--- config.mk ---
export PLATFORM = sky130hd
export DESIGN_NAME = traffic_ctrl
export DESIGN_NICKNAME = d
export VERILOG_FILES = /design/src/rtl/traffic_pkg.sv /design/src/rtl/traffic_cfg_table.sv /design/src/rtl/traffic_ctrl.sv
export SDC_FILE = /design/constraint.sdc
export NUM_CORES = 1
export LEC_CHECK = 0
export ABC_AREA = 1
export BUFFER_PORTS_ARGS = -buffer_cell sky130_fd_sc_hd__buf_2
export CAP_MARGIN = 0
export CORE_MARGIN = 2
export CORE_UTILIZATION = 23
export DETAILED_ROUTE_END_ITERATION = 10
export PLACE_DENSITY = 0.45
export SYNTH_ARGS = -nofsm -noshare
export SYNTH_HDL_FRONTEND = slang
export SYNTH_SLANG_ARGS = --single-unit
--- constraint.sdc ---
create_clock -name clk -period 1.87 [get_ports clk]
set_input_delay 0.0935 -clock clk [delete_from_list [all_inputs] [get_ports clk]]
set_output_delay 0.0935 -clock clk [all_outputs]
set_load 0.005 [all_outputs]
--- src/rtl/traffic_pkg.sv ---
// traffic_pkg: shared constants and types for the traffic light controller.
//   - state_t     : controller FSM state encoding
//   - cfg_entry_t : one light's configuration {red_time, green_time, start}
//   - NUM_LIGHTS, DEFAULT_TIME, LAST_IDX : table size, reset time, last broadcast index
//   - entry_time(): selects the red or green time of an entry
package traffic_pkg;

    typedef enum logic [1:0] {
        ST_IDLE = 2'd0,
        ST_SEND = 2'd1,
        ST_GAP  = 2'd2,
        ST_RUN  = 2'd3
    } state_t;

    typedef struct packed {
        logic [3:0] red_time;
        logic [3:0] green_time;
        logic       start;
    } cfg_entry_t;

    localparam int         NUM_LIGHTS   = 4;
    localparam logic [3:0] DEFAULT_TIME = 4'd10;
    localparam logic [2:0] LAST_IDX     = 3'd7;

    // Colour select: 1 = green time, 0 = red time.
    function automatic logic [3:0] entry_time(input cfg_entry_t e, input logic color);
        logic [3:0] t;
        if (color) begin
            t = e.green_time;
        end else begin
            t = e.red_time;
        end
        return t;
    endfunction

endpackage

--- src/rtl/traffic_cfg_table.sv ---
// traffic_cfg_table: 4-entry configuration register file.
// Synchronous write of one time field plus the start bit; combinational read.
// Ports:
//   clk, rst      : clock, synchronous active-high reset (restores defaults)
//   i_wr_en       : write strobe (already qualified by the controller)
//   i_wr_sel      : entry to write
//   i_wr_color    : 1 = write green time, 0 = write red time
//   i_wr_start    : start colour to store
//   i_wr_time     : time value to store
//   i_rd_sel      : entry to read
//   o_rd_entry    : entry contents (combinational)
module traffic_cfg_table
    import traffic_pkg::*;
(
    input  logic       clk,
    input  logic       rst,
    input  logic       i_wr_en,
    input  logic [1:0] i_wr_sel,
    input  logic       i_wr_color,
    input  logic       i_wr_start,
    input  logic [3:0] i_wr_time,
    input  logic [1:0] i_rd_sel,
    output cfg_entry_t o_rd_entry
);

    cfg_entry_t r_table [NUM_LIGHTS];

    // Table storage: defaults on reset, single-field update on write.
    always_ff @(posedge clk) begin
        if (rst) begin
            for (int i = 0; i < NUM_LIGHTS; i++) begin
                r_table[i].red_time   <= DEFAULT_TIME;
                r_table[i].green_time <= DEFAULT_TIME;
                r_table[i].start      <= 1'b0;
            end
        end else if (i_wr_en) begin
            r_table[i_wr_sel].start <= i_wr_start;
            if (i_wr_color) begin
                r_table[i_wr_sel].green_time <= i_wr_time;
            end else begin
                r_table[i_wr_sel].red_time <= i_wr_time;
            end
        end
    end

    assign o_rd_entry = r_table[i_rd_sel];

endmodule

--- src/rtl/traffic_ctrl.sv ---
// traffic_ctrl: instruction-issuing controller for four traffic lights.
// Holds the configuration table and, on go, broadcasts all 8 time values as
// inst_send pulses separated by one idle cycle, then raises is_running.
// Optional feature: define TRAFFIC_CTRL_AUTOSTART_EN to treat the first cycle
// after reset as a go.
// Ports:
//   clk, rst                      : clock, synchronous active-high reset
//   wr_en/wr_sel/wr_color/
//   wr_start/wr_time              : table write request
//   go, stop                      : broadcast-and-run / halt pulses
//   inst_send, traffic_sel,
//   color_sel, start_color,
//   input_time                    : instruction bus to the lights (registered)
//   is_running, busy, wr_err      : status (registered)
module traffic_ctrl
    import traffic_pkg::*;
(
    input  logic       clk,
    input  logic       rst,
    input  logic       wr_en,
    input  logic [1:0] wr_sel,
    input  logic       wr_color,
    input  logic       wr_start,
    input  logic [3:0] wr_time,
    input  logic       go,
    input  logic       stop,
    output logic       inst_send,
    output logic [1:0] traffic_sel,
    output logic       color_sel,
    output logic       start_color,
    output logic [3:0] input_time,
    output logic       is_running,
    output logic       busy,
    output logic       wr_err
);

    state_t     r_state;
    logic [2:0] r_idx;
    logic       r_inst_send;
    logic [1:0] r_traffic_sel;
    logic       r_color_sel;
    logic       r_start_color;
    logic [3:0] r_input_time;
    logic       r_is_running;
    logic       r_busy;
    logic       r_wr_err;

    logic       w_go;
    logic       w_wr_ok;
    logic [2:0] w_next_idx;
    logic [1:0] w_rd_sel;
    logic       w_rd_color;
    cfg_entry_t w_tbl_entry;
    cfg_entry_t w_entry;
    logic [3:0] w_time;

`ifdef TRAFFIC_CTRL_AUTOSTART_EN
    logic r_autostart;

    // Flags the first cycle after reset so it acts as a go.
    always_ff @(posedge clk) begin
        if (rst) begin
            r_autostart <= 1'b1;
        end else begin
            r_autostart <= 1'b0;
        end
    end

    assign w_go = go | r_autostart;
`else
    assign w_go = go;
`endif

    // Writes are dropped while a broadcast is in flight so it stays consistent.
    assign w_wr_ok = wr_en && (wr_time != 4'd0) && !r_busy;

    traffic_cfg_table u_table (
        .clk        (clk),
        .rst        (rst),
        .i_wr_en    (w_wr_ok),
        .i_wr_sel   (wr_sel),
        .i_wr_color (wr_color),
        .i_wr_start (wr_start),
        .i_wr_time  (wr_time),
        .i_rd_sel   (w_rd_sel),
        .o_rd_entry (w_tbl_entry)
    );

    // Index of the pulse that would be launched at the next edge, plus the
    // entry it carries; a write committing at that same edge is forwarded so
    // go-with-write in the same cycle already sends the new value.
    always_comb begin
        w_next_idx = 3'd0;
        w_entry    = w_tbl_entry;
        if (r_state == ST_GAP) begin
            w_next_idx = r_idx + 3'd1;
        end else begin
            w_next_idx = 3'd0;
        end
        w_rd_sel   = w_next_idx[2:1];
        w_rd_color = w_next_idx[0];
        if (w_wr_ok && (wr_sel == w_rd_sel)) begin
            w_entry.start = wr_start;
            if (wr_color) begin
                w_entry.green_time = wr_time;
            end else begin
                w_entry.red_time = wr_time;
            end
        end else begin
            w_entry = w_tbl_entry;
        end
        w_time = entry_time(w_entry, w_rd_color);
    end

    // Controller FSM with all outputs registered alongside the state.
    always_ff @(posedge clk) begin
        if (rst) begin
            r_state       <= ST_IDLE;
            r_idx         <= 3'd0;
            r_inst_send   <= 1'b0;
            r_traffic_sel <= 2'd0;
            r_color_sel   <= 1'b0;
            r_start_color <= 1'b0;
            r_input_time  <= 4'd0;
            r_is_running  <= 1'b0;
            r_busy        <= 1'b0;
            r_wr_err      <= 1'b0;
        end else begin
            r_wr_err    <= wr_en && ((wr_time == 4'd0) || r_busy);
            r_inst_send <= 1'b0;
            case (r_state)
                ST_IDLE, ST_RUN: begin
                    if (stop) begin
                        r_state      <= ST_IDLE;
                        r_is_running <= 1'b0;
                        r_busy       <= 1'b0;
                    end else if (w_go) begin
                        r_state       <= ST_SEND;
                        r_idx         <= w_next_idx;
                        r_inst_send   <= 1'b1;
                        r_traffic_sel <= w_rd_sel;
                        r_color_sel   <= w_rd_color;
                        r_start_color <= w_entry.start;
                        r_input_time  <= w_time;
                        r_is_running  <= 1'b0;
                        r_busy        <= 1'b1;
                    end else begin
                        r_state <= r_state;
                    end
                end
                ST_SEND: begin
                    if (stop) begin
                        r_state <= ST_IDLE;
                        r_busy  <= 1'b0;
                    end else begin
                        r_state <= ST_GAP;
                    end
                end
                ST_GAP: begin
                    if (stop) begin
                        r_state <= ST_IDLE;
                        r_busy  <= 1'b0;
                    end else if (r_idx == LAST_IDX) begin
                        r_state      <= ST_RUN;
                        r_busy       <= 1'b0;
                        r_is_running <= 1'b1;
                    end else begin
                        r_state       <= ST_SEND;
                        r_idx         <= w_next_idx;
                        r_inst_send   <= 1'b1;
                        r_traffic_sel <= w_rd_sel;
                        r_color_sel   <= w_rd_color;
                        r_start_color <= w_entry.start;
                        r_input_time  <= w_time;
                    end
                end
                default: begin
                    r_state      <= ST_IDLE;
                    r_busy       <= 1'b0;
                    r_is_running <= 1'b0;
                end
            endcase
        end
    end

    assign inst_send   = r_inst_send;
    assign traffic_sel = r_traffic_sel;
    assign color_sel   = r_color_sel;
    assign start_color = r_start_color;
    assign input_time  = r_input_time;
    assign is_running  = r_is_running;
    assign busy        = r_busy;
    assign wr_err      = r_wr_err;

endmodule

==> results_dict.tcl <==
set metrics [dict create \
    status "completed" \
    ys_warn_count 0 \
    irDropWorstVdd_uv 304 \
    cts_made_buffers 5 \
    first_global_vias 2301 \
    clockBufferDepth 2 \
    wirelength_mm 6.87 \
    postPlaceCellArea_um2 3050 \
    drive_above_1_share_pct 24.3 \
    core_region_area_um2 11400 \
    path_buf_inv 2 \
    slew-limit-headroom_pct 61.1 \
    critical_path.startpoint_type "register" \
    yosys.area.top_type "edfxtp_1" \
    rrSetupSlack_ns 0.07 \
    synth_top_area_share_pct 40.4 \
    worst_slew_pin_slew_ns 0.583 \
    hold_ws_ns 0.0351 \
    cts.clk_slew.worst_paths_ns 0.06 \
    finalSetupViolations 0 \
    cap_violations 0 \
    wl_per_cell_um 13.4 \
    syn_nets 346 \
    syn-instance-count 328 \
    cts-root-buf "clkbuf_16" \
    stdcell_area_um2 3350 \
    die_area_um2 12500 \
    cp_slowest_cell "dfxtp_2" \
    io_buffers 24 \
    synthesis.area_um2 2680 \
    mostFrequentLayoutCells "59 x nand2_1, 51 x nor2_1, 45 x inv_1" \
    fin_crit_ns 1.80 \
    ys_seq_area_share_pct 50.9 \
    path_class "register to register" \
    path_delay_family "simple AND/OR/NAND/NOR gates" \
    first_pass_iters 4 \
    yosys-top-cells-area "edfxtp_1 40%, dfxtp_1 10%, nand2_1 9.5%, nor2_1 7.7%, inv_1 6.3%" \
    cts_sinks 50 \
    antenna_found_initial 0 \
    fin_tns_setup_ns 0 \
    grt_first_pass_wirelength_mm 11.4 \
    area_growth_pct 25.3 \
    synth.distinct_cells 28 \
    power_density_nw_per_um2 729 \
    diodes 0 \
    cp_data_arrival_time_ns 1.99 \
    crit_path_end_kind "register" \
    track_usage_pct 11.6 \
    timing_hold_violations_final 0 \
    cts_tree "built" \
    routed-via-count 2248 \
    grt_max_degree 21 \
    first_iter_violations 96 \
    fmax_mhz 556 \
    vias_per_cell 4.38 \
    fp.dieH_um 112 \
    path_cells "ha_4 -> ha_4 -> nand2_8 -> nand2_2 -> nand2_2 -> nor2_4 -> clkbuf_16 -> nand4_1 -> nand3_2 -> nand3_1 -> nand2_1 -> inv_1" \
    overflow 0 \
    skew_ns 0.00443 \
    rows 39 \
    initial_core_util_pct 23.5 \
    nets 387 \
    dp_hpwl_mm 5.13 \
    ctsHoldBuffers 0 \
    synth.ff_latch_count 50 \
    boundaryPins 25 \
    gp_congestion 0.777 \
    post-route-period-util_pct 96.2 \
    clock_latency_ns 0.29 \
    p_leak_nw 1.43 \
    grt_setup_unrepaired "yes" \
    slew_violations 0 \
    htree_levels 2 \
    max_stage_delay_ns 0.34 \
    syn_area_per_cell_um2 8.16 \
    die-width_um 112 \
    hold_path.class "primary input to register" \
    critPathMaxFanout 8 \
    fin_util_pct 29.5 \
    cp.required_ns 2.06 \
    ant_nets 0 \
    drc_errors 0 \
    final_common_cell "nand2_1" \
]
[cells in the mapped netlist]
| cell type | count |
|---|---|
| clkinv_1 | 5 |
| ha_1 | 5 |
| nand2_2 | 2 |
| a21oi_1 | 6 |
| nand2_4 | 2 |
| nand2_1 | 68 |
| dfxtp_1 | 14 |
| nor2_1 | 55 |
| nand4_1 | 9 |
| nor3_4 | 1 |
| buf_6 | 4 |
| o21ai_0 | 27 |
| nand3_2 | 2 |
| inv_2 | 5 |
| o31ai_1 | 1 |
| o22ai_1 | 1 |
| clkinv_4 | 1 |
| buf_4 | 3 |
| buf_2 | 2 |
| nor2_2 | 2 |
| nand3_1 | 25 |
| o211ai_2 | 1 |
| edfxtp_1 | 36 |
| nor2_4 | 1 |
| inv_1 | 45 |
| o211ai_1 | 1 |
| clkbuf_1 | 2 |
| a211oi_1 | 2 |
[flip-flops by register name, indices dropped and copies added (netlist names)]
signal           flops
busy                 1
input_time           4
inst_send            1
is_running           1
r_idx                3
r_state              2
start_color          1
u_table.r_table     36
wr_err               1
[worst paths after layout]
| path | from | cells past startpoint | endpoint |
|---|---|---|---|
| min | wr_en | 3 | wr_err |
| min reg2reg | is_running | 2 | is_running |
| max reg2reg | r_idx[1] | 12 | input_time[0] |
| max | r_idx[1] | 12 | input_time[0] |
[cells by family (layout without fill, tap and decap cells)]
kind of cell / Yosys count / count (layout) / share of synthesized area [%]
AOI/OAI and AO/OA: 39 / 39 / 7.99
buffers and inverters: 67 / 109 / 11.2
and+or+nand+nor: 167 / 167 / 27.6
DFF: 50 / 50 / 50.9
adders and majority gates: 5 / 5 / 2.34
[metal layers]
| layer | global-route usage (%) | up-vias | share of wire (%) |
|---|---|---|---|
| met5 | 0 | - | 0 |
| met4 | 3.95 | 0 | 2.3 |
| met3 | 1.85 | 11 | 3.1 |
| met2 | 18.5 | 36 | 46 |
| met1 | 15.9 | 1063 | 49 |
| li1 | - | 1138 | - |
[cell type report]
class | count | area, µm²
clock buffers | 7 | 133
clock inverters | 1 | 3.75
fillers | 1229 | 8020
inverters | 56 | 215
multi-input cells | 211 | 1140
flip-flops and latches | 50 | 1360
well taps | 143 | 179
repair buffers | 45 | 320
[stage by stage]
stage / total power, mW / setup WS [ns] / cells
after floorplan: 1.45 / 0.171 / 328
after global placement: 1.56 / 0.0160 / 502
after detailed placement: 1.56 / -0.000542 / 502
after CTS: 2.45 / 0.00451 / 510
after global routing: 2.56 / -0.0587 / 513
final: 2.45 / 0.0702 / 513
[report_power, final]
group / internal (mW) / switching, mW / total, mW / leakage, nW
registers: 1.23 / 0.0213 / 1.25 / 0.436
logic: 0.117 / 0.201 / 0.318 / 0.933
clock network: 0.493 / 0.382 / 0.875 / 0.0655
total: 1.84 / 0.604 / 2.45 / 1.43
[worst min-delay path: cells and delay by family]
| kind | cells | cell delay (ns) |
|---|---|---|
| buffers and inverters | 1 | 0.10 |
| AND/OR/NAND/NOR | 2 | 0.09 |
[repair_timing]
item,CTS,global route
endpoints found under the setup margin,4,20
resized for setup,1,31
buffers inserted,0,2
cloned,0,1
pin swaps,0,14
Note: power is estimated with default switching activity, not from simulation.
